[config.mk]
export PLATFORM = sky130hd
export DESIGN_NAME = uart_rx_ctrl_flat
export DESIGN_NICKNAME = d
export VERILOG_FILES = /design/src/rtl/uart_rx_ctrl_if.sv /design/src/rtl/uart_rx_ctrl.sv /design/src/flat_wrapper.sv
export SDC_FILE = /design/constraint.sdc
export NUM_CORES = 1
export LEC_CHECK = 0
export ABC_AREA = 1
export CAP_MARGIN = 10
export CELL_PAD_IN_SITES_DETAIL_PLACEMENT = 1
export CELL_PAD_IN_SITES_GLOBAL_PLACEMENT = 1
export CORE_UTILIZATION = 30
export DETAILED_ROUTE_END_ITERATION = 6
export GPL_TIMING_DRIVEN = 0
export HOLD_SLACK_MARGIN = 0.06
export PLACE_DENSITY_LB_ADDON = 0.1
export SYNTH_ARGS = -nofsm -noshare
export SYNTH_HDL_FRONTEND = slang
export SYNTH_SLANG_ARGS = --single-unit
export TNS_END_PERCENT = 20
[constraint.sdc]
create_clock -name clk_in -period 1.7 [get_ports clk_in]
set_input_delay 0.255 -clock clk_in [delete_from_list [all_inputs] [get_ports clk_in]]
set_output_delay 0.255 -clock clk_in [all_outputs]
set_load 0.01 [all_outputs]
[src/rtl/uart_rx_ctrl_if.sv]
// Receive-side byte handshake between uart_rx_ctrl (master) and its consumer.
interface uart_rx_ctrl_if #(
    parameter int DATA_BITS = 8
);
    logic [DATA_BITS-1:0] data_out;
    logic                 valid_out;
    logic                 ready_in;

    modport master (output data_out, valid_out, input  ready_in);
    modport slave  (input  data_out, valid_out, output ready_in);
endinterface

[src/rtl/uart_rx_ctrl.sv]
// UART receiver: mid-bit sampling FSM with a one-deep valid/ready output holding register.
// Define UART_RX_PARITY_EN to add an even-parity bit between the data bits and the stop bit.
module uart_rx_ctrl #(
    parameter int CLKS_PER_BIT = 10417,
    parameter int DATA_BITS    = 8
) (
    input  logic             clk_in,
    input  logic             rst_in,
    input  logic             sig_in,
    uart_rx_ctrl_if.master   bus,
    output logic             busy_out,
    output logic             frame_err_out,
    output logic             overrun_out
);
    localparam logic [13:0] HALF = 14'(CLKS_PER_BIT / 2 - 1);
    localparam logic [13:0] FULL = 14'(CLKS_PER_BIT - 1);
    localparam logic [2:0]  LAST = 3'(DATA_BITS - 1);

    typedef enum logic [2:0] {
        IDLE,
        START,
        DATA,
`ifdef UART_RX_PARITY_EN
        PARITY,
`endif
        STOP,
        WAIT_HIGH
    } state_t;

    state_t               state;
    logic [13:0]          timer;
    logic [2:0]           bit_idx;
    logic [DATA_BITS-1:0] shift;
    logic                 stop_ok;

`ifdef UART_RX_PARITY_EN
    logic par_err;
    assign stop_ok = sig_in && !par_err;
`else
    assign stop_ok = sig_in;
`endif

    always_ff @(posedge clk_in or negedge rst_in) begin
        if (!rst_in) begin
            state         <= IDLE;
            timer         <= '0;
            bit_idx       <= '0;
            shift         <= '0;
            bus.data_out  <= '0;
            bus.valid_out <= 1'b0;
            busy_out      <= 1'b0;
            frame_err_out <= 1'b0;
            overrun_out   <= 1'b0;
`ifdef UART_RX_PARITY_EN
            par_err       <= 1'b0;
`endif
        end else begin
            frame_err_out <= 1'b0;
            overrun_out   <= 1'b0;
            // A consumed byte drops valid unless a new byte loads below in the same cycle.
            if (bus.valid_out && bus.ready_in)
                bus.valid_out <= 1'b0;

            case (state)
                IDLE: begin
                    timer   <= '0;
                    bit_idx <= '0;
                    if (!sig_in) begin
                        state    <= START;
                        busy_out <= 1'b1;
                    end
                end
                START: begin
                    if (timer == HALF) begin
                        timer    <= '0;
                        state    <= sig_in ? IDLE : DATA;
                        busy_out <= !sig_in;
                    end else begin
                        timer <= timer + 14'd1;
                    end
                end
                DATA: begin
                    if (timer == FULL) begin
                        timer   <= '0;
                        shift   <= {sig_in, shift[DATA_BITS-1:1]};
                        bit_idx <= bit_idx + 3'd1;
                        if (bit_idx == LAST) begin
                            bit_idx <= '0;
`ifdef UART_RX_PARITY_EN
                            state   <= PARITY;
`else
                            state   <= STOP;
`endif
                        end
                    end else begin
                        timer <= timer + 14'd1;
                    end
                end
`ifdef UART_RX_PARITY_EN
                PARITY: begin
                    if (timer == FULL) begin
                        timer   <= '0;
                        par_err <= sig_in != (^shift);
                        state   <= STOP;
                    end else begin
                        timer <= timer + 14'd1;
                    end
                end
`endif
                STOP: begin
                    if (timer == FULL) begin
                        timer <= '0;
                        if (stop_ok) begin
                            state    <= IDLE;
                            busy_out <= 1'b0;
                            // Holding register still full and not being drained: drop the new byte.
                            if (bus.valid_out && !bus.ready_in) begin
                                overrun_out <= 1'b1;
                            end else begin
                                bus.data_out  <= shift;
                                bus.valid_out <= 1'b1;
                            end
                        end else begin
                            frame_err_out <= 1'b1;
                            state         <= sig_in ? IDLE : WAIT_HIGH;
                            busy_out      <= !sig_in;
                        end
                    end else begin
                        timer <= timer + 14'd1;
                    end
                end
                WAIT_HIGH: begin
                    timer <= '0;
                    if (sig_in) begin
                        state    <= IDLE;
                        busy_out <= 1'b0;
                    end
                end
                default: begin
                    state    <= IDLE;
                    busy_out <= 1'b0;
                end
            endcase
        end
    end
endmodule

[src/flat_wrapper.sv]
// flat-port wrapper written by rule: the top's interface ports become plain ports
module uart_rx_ctrl_flat 
#(
    parameter int CLKS_PER_BIT = 10417,
    parameter int DATA_BITS    = 8
)
  (clk_in, rst_in, sig_in, busy_out, frame_err_out, overrun_out, bus_data_out, bus_valid_out, bus_ready_in);
  uart_rx_ctrl_if #(.DATA_BITS(DATA_BITS)) bus_i ();
  input  logic clk_in;
  input  logic rst_in;
  input  logic sig_in;
  output logic busy_out;
  output logic frame_err_out;
  output logic overrun_out;
  output wire logic [$bits(bus_i.data_out)-1:0] bus_data_out;
  output wire logic [$bits(bus_i.valid_out)-1:0] bus_valid_out;
  input wire logic [$bits(bus_i.ready_in)-1:0] bus_ready_in;
  assign bus_data_out = bus_i.data_out;
  assign bus_valid_out = bus_i.valid_out;
  assign bus_i.ready_in = bus_ready_in;
  uart_rx_ctrl #(.CLKS_PER_BIT(CLKS_PER_BIT), .DATA_BITS(DATA_BITS)) u_core (.clk_in(clk_in), .rst_in(rst_in), .sig_in(sig_in), .bus(bus_i), .busy_out(busy_out), .frame_err_out(frame_err_out), .overrun_out(overrun_out));
endmodule
==> qor.log <==
[sta] Setup Viol. Count Final 0
[cts] TritonCTS Sinks 40
[pwr] power after layout 1.81 mW
[floorplan] number of top-level pins 16
[run_status] status finished, final reports clean
[yosys] syn nets 288
[yosys] ranking of synthesized cells by instance count nand2_1, inv_1, dfrtp_1
[floorplan] overall die height 86.8 um
[pwr] maximum vdd drop 0.306 mV
[yosys] synthesized area per cell 7.73 sq um
[worst_setup_path] Setup Crit Path Kind register to register
[worst_setup_path] number of buffer and inverter stages on the critical path 3
[cts] number of buffers created by CTS 5
[drt] post-detailed-route wirelength per cell 12.9 um
[worst_setup_path] startpoint type of the worst setup path register
[yosys] most common cell in the synthesized netlist nand2_1
[global_routing] total grt overflow 0
[placed_design] worst slack after detailed placement -0.0779 ns
[cts] clock tree root driver cell clkbuf_8
[drt] number of nets with antenna violations after routing 0
[drt] routed wire length 5260 um
[global_routing] Most Used Layer, Global Route met2
[yosys] dominant synthesized flop cell dfrtp_1
[worst_setup_path] Worst setup EP type register
[drt] count of TritonRoute iterations in the first routing pass 4
[job] max cap viols 0
[placed_design] HPWL Detailed 3830 um
[floorplan] x dimension of the die 86.8 um
[sta] fmax 0.623 GHz
[sta] Hold Fails Final Rpt 0
[sta] tightest hold margin 0.412 ns
[cts] Clock Pin Slew Worst Setup and Hold Paths 0.09 ns
[sta] share of the clock period used by the worst path 94.4%
[yosys] Synth Instances 279
[sta] slew at the pin with the worst max-slew slack 0.394 ns
[placed_design] IO Port Bufs 15
[sta] RSZ-0062 raised after global routing yes
[pwr] leakage power 1.36 nW
[cts] buffer depth of the longest clock path 2
[global_routing] global routing met2 resource utilization 23.8%
[finish] fraction of layout cells with a size suffix above 1 22.0%
[yosys] synthesized cell area 2160 sq um
[worst_setup_path] critical path data required time 1.90 ns
[sta] final critical-path required period 1.60 ns
[floorplan] die area 7530 sq um
[yosys] fraction of synthesized cell area taken by the top area cell type 46.4%
[global_routing] number of global-route vias before repair 1790
[cts] clk_lat worst skew 0.30 ns
[yosys] post-synthesis sequential area ratio 46.4%
[cts] CTS tree built
[global_routing] global-route met3 utilization 3.43%
[global_routing] global-route total usage across every layer 15.2%
[worst_setup_path] largest delay contributor family on the critical path simple AND/OR/NAND/NOR gates
[floorplan] starting utilization of the core area 31.4%
[sta] Rel. slew slack 73.7%
[worst_setup_path] worst-path cell chain inv_2 -> ha_4 -> nand2_1 -> nor2_1 -> nand2_1 -> inv_2 -> nand4_4 -> buf_8 -> nand2_2 -> o21ai_2
[yosys] flop and latch count out of synthesis 40
[global_routing] number of antenna violations at the first check in global routing 0
[finish] area growth from synthesis to final layout 27.2%
[floorplan] standard cell core area 6870 sq um
[cts] count of H-tree levels built during CTS 2
[worst_setup_path] delay of the slowest cell on the worst path 0.42 ns
[hold_path] class of the tightest hold or removal check input port to async pin
[global_routing] routing usage on met1 21.0%
[finish] diodes inserted 0
[yosys] Async S/R FF share, synth 100%
[drt] DRC marker count from the first detailed-route iteration 71
[sta] max-slew violations 0
[yosys] biggest area contributors in the synthesized netlist dfrtp_1, nand2_1, inv_1
[yosys] Distinct cells, synth 26
[drt] vias 1801
[worst_setup_path] crit-path max FO 8
[floorplan] count of standard-cell rows 30
[finish] final layout net count 321
[yosys] number of warnings printed during yosys synthesis 0
[worst_setup_path] Slowest-stage cell, CP dfrtp_1
[placed_design] routability congestion estimate 0.789
[drt] DRC violation count after routing 0
[worst_setup_path] data arrival time of the critical path 1.80 ns
[pwr] Power Dens Cells 661 nW/um^2
[global_routing] largest net degree at the start of global routing 28
[drt] average vias per placed instance 4.40
[sta] final worst slack 0.0956 ns
[yosys] number of enable-type register cells in the synthesized netlist 0
[yosys] post-synth top area cell dfrtp_1
[finish] core occupancy in the finished layout 39.9%
[global_routing] first-pass GRT wire length 8680 um
[sta] worst setup skew after layout 0.00374 ns
==> what timing repair did <==
action | 4_1_cts | 5_1_grt
hold buffers | 1 | 0
gates resized for setup | 3 | 23
gates cloned | 0 | 1
buffers inserted | 0 | 8
setup endpoints to repair | 18 | 35
pin swaps | 0 | 1
endpoints found under the hold margin | 13 | 0
==> placed cells by master, fill, tap and decap left out, types with 2 or more instances in the layout <==
| cell type | n |
|---|---|
| clkdlybuf4s50_1 | 14 |
| clkbuf_8 | 5 |
| nor2_1 | 23 |
| ha_1 | 4 |
| nand3_2 | 3 |
| inv_2 | 9 |
| nor2_4 | 2 |
| xor2_1 | 2 |
| inv_1 | 40 |
| a21oi_1 | 3 |
| buf_2 | 2 |
| nor2_2 | 8 |
| o21ai_0 | 6 |
| o21ai_2 | 8 |
| nand4_1 | 2 |
| nand4_4 | 2 |
| nand2_1 | 71 |
| nand3b_1 | 2 |
| o21ai_1 | 8 |
| nor3_1 | 3 |
| nand3_1 | 26 |
| buf_4 | 9 |
| buf_6 | 2 |
| nand2_2 | 6 |
| dfrtp_2 | 3 |
| dfrtp_1 | 37 |
==> registers in the layout, summed over array words and instances, names as in the netlist <==
register              flops
u_core.timer             14
u_core.bus.data_out       8
u_core.shift              8
u_core.bit_idx            3
u_core.state              3
u_core.bus.valid_out      1
u_core.busy_out           1
u_core.frame_err_out      1
u_core.overrun_out        1
==> worst reg2reg max path: stages (launching register included) <==
cell and delay [ns]:
dfrtp_1 0.42, inv_2 0.09, ha_4 0.14, nand2_1 0.05
nor2_1 0.08, nand2_1 0.10, inv_2 0.11, nand4_4 0.18
buf_8 0.21, nand2_2 0.06, o21ai_2 0.05
==> final timing paths <==
| check | startpoint | endpoint | slack [ns] | cells after the start |
|---|---|---|---|---|
| worst min register to register | u_core.bus.data_out[3]$_DFFE_PN0P_ | u_core.bus.data_out[3]$_DFFE_PN0P_ | 0.49 | 2 |
| max in group asynchronous | rst_in | u_core.shift[1]$_DFFE_PN0P_ | 0.82 | 3 |
| worst max register to register | u_core.timer[1]$_DFFE_PN0P_ | u_core.bus.data_out[7]$_DFFE_PN0P_ | 0.1 | 10 |
| min in group clk_in | u_core.bus.data_out[3]$_DFFE_PN0P_ | u_core.bus.data_out[3]$_DFFE_PN0P_ | 0.49 | 2 |
| worst min-delay path | rst_in | u_core.timer[10]$_DFFE_PN0P_ | 0.41 | 2 |
| worst max-delay path | u_core.timer[1]$_DFFE_PN0P_ | u_core.bus.data_out[7]$_DFFE_PN0P_ | 0.1 | 10 |
==> through the flow <==
step | setup TNS [ns] | instance area, sq um | cells
final | 0 | 2740 | 409
after CTS | 0 | 2570 | 400
after global routing | -0.523 | 2740 | 409
after floorplan | 0 | 2160 | 279
after global placement | -33.17 | 2430 | 390
after detailed placement | -0.765 | 2440 | 391
==> final cells by class <==
cell class | instances | area [sq um]
clock inverters | 3 | 46.3
fillers | 835 | 4130
flip-flops and latches | 40 | 1000
multi-input cells | 185 | 1010
clock buffers | 5 | 68.8
repair buffers | 26 | 264
inverters | 49 | 184
plain buffers | 5 | 46.3
well taps | 96 | 120
==> kinds of logic (layout without fill, tap and decap cells) <==
family	Yosys count	count (layout)	synth area share, %
XOR/XNOR	2	2	0.813
buffers and inverters	54	88	10.2
adder cells (fa/ha/maj)	5	5	2.90
AND/OR/NAND/NOR	152	152	32.1
AO/OA/AOI/OAI	26	26	7.55
flip-flops	40	40	46.4
==> layer usage <==
metal  share of wire [%]  vias to the layer above
met3                 2.1                        5
met1                  51                      849
met2                  46                       20
met4                 1.1                        0
li1                    -                      927
met5                   0                        -
==> power breakdown <==
| group | switching [mW] | internal [mW] |
|---|---|---|
| logic | 0.0265 | 0.0121 |
| registers | 0.0000000000000000340 | 0.950 |
| clock network | 0.381 | 0.443 |
Power figures use the tool's default switching activity.
